**config.mk**
```make
export PLATFORM = sky130hd
export DESIGN_NAME = exs_res_buf
export DESIGN_NICKNAME = d
export VERILOG_FILES = /design/src/rtl/exs_res_buf.sv
export SDC_FILE = /design/constraint.sdc
export NUM_CORES = 1
export LEC_CHECK = 0
export CAP_MARGIN = 20
export CORE_MARGIN = 4
export CORE_UTILIZATION = 45
export DETAILED_ROUTE_END_ITERATION = 16
export DONT_BUFFER_PORTS = 1
export GPL_ROUTABILITY_DRIVEN = 0
export PLACE_DENSITY = 0.71
export SETUP_SLACK_MARGIN = 0.05
export SLEW_MARGIN = 20
export SYNTH_ARGS = -nofsm -noshare
export SYNTH_HDL_FRONTEND = slang
export SYNTH_SLANG_ARGS = --single-unit
```
**constraint.sdc**
```tcl
create_clock -name clk_i -period 6.08 [get_ports clk_i]
set_input_delay 0.608 -clock clk_i [delete_from_list [all_inputs] [get_ports clk_i]]
set_output_delay 0.608 -clock clk_i [all_outputs]
set_load 0.03 [all_outputs]
```
**src/rtl/exs_res_buf.sv**
```systemverilog
// -----------------------------------------------------------------------------
// exs_res_buf
//
// Result buffer behind the saturating arithmetic pipeline. The pipeline cannot
// stall, so every valid result is captured if there is room. When the buffer is
// full the result is lost and counted. Results go to the consumer through a
// first-word-fall-through valid/ready interface.
//
// Optional feature macro: EXS_RES_BUF_DROP_CNT_EN
//   defined     -> saturating drop counter on drop_cnt_o
//   not defined -> no counter flops, drop_cnt_o tied to 0
//
// Ports:
//   clk_i       in   clock, all state on rising edge
//   rst_i       in   asynchronous active-high reset
//   valid_i     in   upstream result strobe (no backpressure)
//   data_i      in   signed upstream result
//   valid_o     out  head entry available
//   ready_i     in   consumer accepts head this cycle
//   data_o      out  head entry, 0 when empty
//   count_o     out  occupancy 0..DEPTH
//   full_o      out  count_o == DEPTH
//   empty_o     out  count_o == 0
//   drop_cnt_o  out  saturating count of lost inputs
// -----------------------------------------------------------------------------
module exs_res_buf #(
    parameter int DATA_WIDTH = 32,
    parameter int DEPTH      = 8,
    parameter int CNT_WIDTH  = 16
) (
    input  logic                    clk_i,
    input  logic                    rst_i,
    input  logic                    valid_i,
    input  logic [DATA_WIDTH-1:0]   data_i,
    output logic                    valid_o,
    input  logic                    ready_i,
    output logic [DATA_WIDTH-1:0]   data_o,
    output logic [$clog2(DEPTH):0]  count_o,
    output logic                    full_o,
    output logic                    empty_o,
    output logic [CNT_WIDTH-1:0]    drop_cnt_o
);

    localparam int AW = $clog2(DEPTH);

    // Pointers carry one extra wrap bit so full and empty are distinguishable.
    logic [AW:0]           wr_ptr_q, wr_ptr_d;
    logic [AW:0]           rd_ptr_q, rd_ptr_d;
    logic [DATA_WIDTH-1:0] mem_q [DEPTH];

    logic full, empty, push, pop;

    assign empty = (wr_ptr_q == rd_ptr_q);
    assign full  = (wr_ptr_q[AW] != rd_ptr_q[AW]) &&
                   (wr_ptr_q[AW-1:0] == rd_ptr_q[AW-1:0]);

    assign pop  = !empty & ready_i;
    // A pop in the same cycle frees a slot, so a full buffer still accepts.
    assign push = valid_i & (!full | pop);

    always_comb begin
        wr_ptr_d = wr_ptr_q;
        rd_ptr_d = rd_ptr_q;
        if (push) wr_ptr_d = wr_ptr_q + {{AW{1'b0}}, 1'b1};
        if (pop)  rd_ptr_d = rd_ptr_q + {{AW{1'b0}}, 1'b1};
    end

    always_ff @(posedge clk_i or posedge rst_i) begin
        if (rst_i) begin
            wr_ptr_q <= '0;
            rd_ptr_q <= '0;
        end else begin
            wr_ptr_q <= wr_ptr_d;
            rd_ptr_q <= rd_ptr_d;
        end
    end

    // Storage is not reset; the pointers alone define which entries are live.
    always_ff @(posedge clk_i) begin
        if (push) mem_q[wr_ptr_q[AW-1:0]] <= data_i;
    end

    assign valid_o = !empty;
    assign data_o  = empty ? '0 : mem_q[rd_ptr_q[AW-1:0]];
    // Pointer difference modulo 2*DEPTH is the occupancy.
    assign count_o = wr_ptr_q - rd_ptr_q;
    assign full_o  = full;
    assign empty_o = empty;

`ifdef EXS_RES_BUF_DROP_CNT_EN
    logic                 drop;
    logic [CNT_WIDTH-1:0] drop_cnt_q, drop_cnt_d;

    assign drop = valid_i & full & !pop;

    // Saturate rather than wrap so a long overflow is never under-reported.
    always_comb begin
        drop_cnt_d = drop_cnt_q;
        if (drop && (drop_cnt_q != {CNT_WIDTH{1'b1}}))
            drop_cnt_d = drop_cnt_q + {{(CNT_WIDTH-1){1'b0}}, 1'b1};
    end

    always_ff @(posedge clk_i or posedge rst_i) begin
        if (rst_i) drop_cnt_q <= '0;
        else       drop_cnt_q <= drop_cnt_d;
    end

    assign drop_cnt_o = drop_cnt_q;
`else
    assign drop_cnt_o = '0;
`endif

endmodule
```
Word level (Yosys, flattened, before mapping)
Memories as Yosys holds them, arrays and structs flattened.
Cells that the tools add are included.
- bitwise gates (word level): 3
- eq/ne operators: 3
- reduce and logical (&&, ||, !) cells: 3
- add/subtract/negate cells: 3
- mux-type cells: 3
- operators with widths (kind ; number):
    2-to-1 mux 32 bit ; 1
    adder 4 x 1 -> 4 bit, second input constant ; 2
    == test 4 bit ; 1
    subtractor 4 bit ; 1
    == test 3 bit ; 1
    bitwise AND 1 bit ; 2
    logical NOT 1 bit ; 2
    2-to-1 mux 1 bit ; 2
    logical AND 1 bit ; 1
    inequality test 1 bit ; 1
    OR 1 bit ; 1
- input bits: 36
- word-level logic and storage cells: 18
- bits in writable memories: 256
- flip-flop bits (word level): 8
- output and inout bits: 55
- memories kept: 1
- memory list (memory ; words ; bits a word ; read ports ; clocked after memory_dff ; wr ports ; line ; source):
    mem_q ; 8 ; 32 ; 1 ; 0 ; 1 ; 49 ; logic [DATA_WIDTH-1:0] mem_q [DEPTH];

Longest topological paths before layout
- depth after elaboration: 7
- gate-level depth with buffers: 10
- mapped depth without buffers: 7

Worst setup path after synthesis
No wires, ideal clock.
- path kind: register to register
- from: reg rd_ptr_q[1]
- to: mem mem_q[1][0], enable pin
- stages on the path, launching flop included: 8
- clock period less this slack: 5043 ps
- slack: 1037 ps
- data required time: 5579 ps
- data arrival time: 4542 ps
- library setup time: 501 ps
- buffers on the path: 2
- path through: dfrtp_1 -> buf_2 -> buf_2 -> inv_1 -> ha_1 -> nand3_1 -> nor3_1 -> nor4_1
- longest elaborated chain between the ends: 7
- elaborated cells between the ends (all ways): 10
- those cells by class: 2 x eq/ne; 2 x mux; 3 x bitwise; 3 x reduce/logical
- RTL lines (what ; line ; source):
    start, declared ; 48 ; logic [AW:0] rd_ptr_q, rd_ptr_d;
    start signal, assigned ; 74 ; rd_ptr_q <= rd_ptr_d;
    == test 4 bit or == test 3 bit (tied branches) ; 53, 55 ;
    logical NOT 1 bit or logical AND 1 bit (tied branches) ; 57, 54 ;
    bitwise AND 1 bit or logical NOT 1 bit (tied branches) ; 57, 59 ;
    OR 1 bit (*) ; 59 ; assign push = valid_i & (!full | pop);
    bitwise AND 1 bit (*) ; 59 ;
    2-to-1 mux 1 bit (*) ; 80 ; if (push) mem_q[wr_ptr_q[AW-1:0]] <= data_i;
    2-to-1 mux 1 bit (not written as such) (*) ; 80 ;
    end, declared ; 49 ;
Mark *: on every way between the ends. The rest lies on a longest branch, timed or not.

Worst setup path in the final report
- from: reg rd_ptr_q[0]
- to: out data_o[3]
- longest elaborated chain between the ends: 2
- elaborated cells between the ends (all ways): 3
- those cells by class: 1 x eq/ne; 1 x mux; 1 x memory
- RTL lines (what ; line ; source):
    == test 4 bit ; 53 ; assign empty = (wr_ptr_q == rd_ptr_q);
    net empty_o ; 40 ; output logic empty_o,
    2-to-1 mux 32 bit ; 84 ; assign data_o = empty ? '0 : mem_q[rd_ptr_q[AW-1:0]];
    end, declared ; 37 ; output logic [DATA_WIDTH-1:0] data_o,
The timed path passes the listed nets, and every way through them passes these cells.

==> flow_summary.ini <==
[run_status]
outcome = finished, final reports clean

[sta]
tightest_slew_ns = 0.983
max-slew-margin-rel_pct = 34.5
hold_viol_final = 0
min_period_ns = 4.16
fmax_ghz = 0.241
fin_setup_tns_ns = 0
drv_slew = 0
rsz0062_at_grt = false
fin_crit_sh_pct = 68.3
setup_viol = 0
fin_skew_ns = 0.00667

[cts]
cts-htree-levels = 1
clk_path_buf_depth = 3
clkLatencyLatePin_ns = 0.51
tritoncts = done
clk_pin_slew_ns = 0.06
cts_resized = 0
cts_buffers = 25
clock_sinks = 264
root_buffer = clkbuf_16

[synth]
synth_compound_area_share_pct = 2.95
synthXorXnorAreaFrac_pct = 0.835
synth_top_area_share_pct = 74.3
synthMuxAreaShare_pct = 14.6
syn_avg_cell_area_um2 = 22.9
synth_fa_ha_area_share_pct = 0.798
netlist_area_um2 = 10300
synth_area_leader_cell = edfxtp_1
ys_seq_area_share_pct = 76.3
synth-simple-area-share_pct = 1.34
netlist_instances = 451
yosysWarningCount = 0
synth_cell_types = 33
synth_top_family_by_area = multiplexers
ys_ff_latch = 264
synthTopCellsByArea = edfxtp_1 74%, mux4_2 12%, mux4_1 2.8%

[drt]
wl_per_cell_um = 23.9
first_pass_iters = 4
antenna_left = 0
num_vias = 4396
route.detailed.drc = 0
drtIter0Drc = 294
via_per_inst = 5.66
route.final.wire_length_mm = 18.5

[cells_and_area]
n_antenna_cell = 0
drive_above_1_share_pct = 24.6
layout.nets = 514
final_cell_mix = 256 x edfxtp_1, 53 x mux4_2, 32 x a22o_1
area_growth_pct = 10.2
final_cells = 776
final_common_cell = edfxtp_1

[pwr]
worst_ir_drop_vdd_uv = 834
p_sw_w = 0.00217
p_sw_share_pct = 35.9
p_leak_nw = 3.71
p_int_w = 0.00387
clkPwrFrac_pct = 24.1
powerDensity_nw_per_um2 = 530
combPwrFrac_pct = 35.4
pwr-share-seq_pct = 40.5

[setup_path]
crit_family = simple AND/OR/NAND/NOR gates
path_cells = ha_1 -> nand3_1 -> nand2b_2 -> inv_4 -> nor2_4 -> a22o_1
cp.required_ns = 5.47
crit_path_start_kind = flop
worstPathMaxFanout = 33
cp.arrival_ns = 3.55
worstSetupEndpointType = primary output
slowest_delay_ns = 0.81
critical_path_buf_inv_count = 1
crit_type = reg -> out
crit_path_top_delay_cell = dfrtp_4

[floorplanning]
initial_core_util_pct = 45.7
core_um2 = 22600
fp-row-count = 55
ios = 91
die-area_um2 = 25500
die_x_um = 160
die_h_um = 160

[placement]
dp_hpwl_mm = 10.7
portBuffers = 0
place_inst = 729

[global_route]
grt_pass1_wl_mm = 28.7
track_usage_pct = 14.7
grt_start_max_net_pins = 69
gr-total-overflow = 0
grt_pass1_vias = 4642
antenna_found_initial = 0

[flow_run]
cap_viol_max_count = 0

[min_path]
worstHoldPathType = in -> reg
power groups by stage:
stage                     Sequential [W]  Clock [W]  Combinational [W]
final                            0.00245    0.00145            0.00214
after global routing             0.00248    0.00158            0.00228
after CTS                        0.00245    0.00149            0.00219
after detailed placement         0.00249          0            0.00219
after global placement           0.00247          0            0.00216
after floorplan                  0.00242          0            0.00191
final cells by class:
class / count / area (µm²)
clock buffers: 27 / 633
multi-input cells: 157 / 2230
fillers: 1685 / 11200
well taps: 285 / 357
flip-flops and latches: 264 / 7890
inverters: 9 / 36.3
clock inverters: 19 / 144
repair buffers: 15 / 115
flip-flops by register name (all words and copies together), names as in the netlist:
signal / count
mem_q: 256
rd_ptr_q: 4
wr_ptr_q: 4
stage by stage:
step                      util (%)  setup slack [ns]  hold WS (ns)  total power, W  instance area [µm²]
after detailed placement      46.9              2.36         0.473         0.00468                10600
after floorplan                  -              1.04         0.424         0.00433                10400
after global placement        46.9              2.46         0.469         0.00463                10600
after global routing          50.4              1.64         0.162         0.00634                11400
after CTS                     50.4              1.81         0.171         0.00613                11400
final                         50.4              1.92         0.189         0.00604                11400
layer usage:
layer | up-vias | track usage, % | wire length [µm]
li1 | 1920 | - | -
met1 | 2310 | 20.2 | 7680
met2 | 138 | 23.8 | 9270
met3 | 28 | 4.08 | 1290
met4 | 0 | 3.55 | 291
met5 | - | 0 | 0
cell usage after synthesis:
cell type / instances
clkbuf_1: 2
edfxtp_1: 256
nor2_1: 3
nand3_1: 6
buf_2: 6
buf_1: 1
dfrtp_1: 8
nand2b_2: 1
buf_6: 9
or3_1: 1
buf_8: 1
buf_4: 16
xnor2_1: 7
a22o_1: 32
mux2_1: 2
xnor2_2: 1
mux4_2: 53
nor2_4: 2
mux4_1: 11
nor4_1: 2
a21o_1: 1
o31ai_2: 1
inv_4: 1
and3_2: 1
xor2_1: 1
inv_1: 8
nand2_1: 4
buf_12: 1
nor3_1: 5
a21oi_1: 1
ha_1: 5
fa_1: 1
conb_1: 1
worst register-to-register path: cells and delay by family (launching register included):
kind	cells	cell delay, ns
buffers and inverters	1	0.33
DFF	1	0.71
adders and majority gates	1	0.41
AOI/OAI and AO/OA	1	0.66
and+or+nand+nor	2	0.43
xor gates and xnor gates	1	0.19
cell families (layout without fill, tap and decap cells):
logic type                 count (synthesis)  after routing
DFF                                      264            264
muxes                                     66             66
buffers and inverters                     45             70
AOI/OAI and AO/OA                         35             35
and+or+nand+nor                           25             25
xor gates and xnor gates                   9              9
adders and majority gates                  6              6
other                                      1             16
timing repair:
action,4_1_cts,5_1_grt
buffers inserted,0,0
hold endpoints to repair,8,0
hold buffers,1,0
path summary, 6_finish.rpt:
check / startpoint / end / cells past startpoint / slack [ns]
max in group asynchronous: rst_i / rd_ptr_q[0]$_DFFE_PP0P_ / 2 / 5.29
max reg2reg: rd_ptr_q[0]$_DFFE_PP0P_ / wr_ptr_q[3]$_DFFE_PP0P_ / 6 / 3.23
min: data_i[25] / mem_q[2][25]$_DFFE_PP_ / 0 / 0.19
min reg2reg: wr_ptr_q[3]$_DFFE_PP0P_ / wr_ptr_q[3]$_DFFE_PP0P_ / 1 / 0.53
max: rd_ptr_q[0]$_DFFE_PP0P_ / data_o[3] / 6 / 1.92
min in group asynchronous: rst_i / rd_ptr_q[3]$_DFFE_PP0P_ / 2 / 0.50
Note: power is estimated with default switching activity, not from simulation.
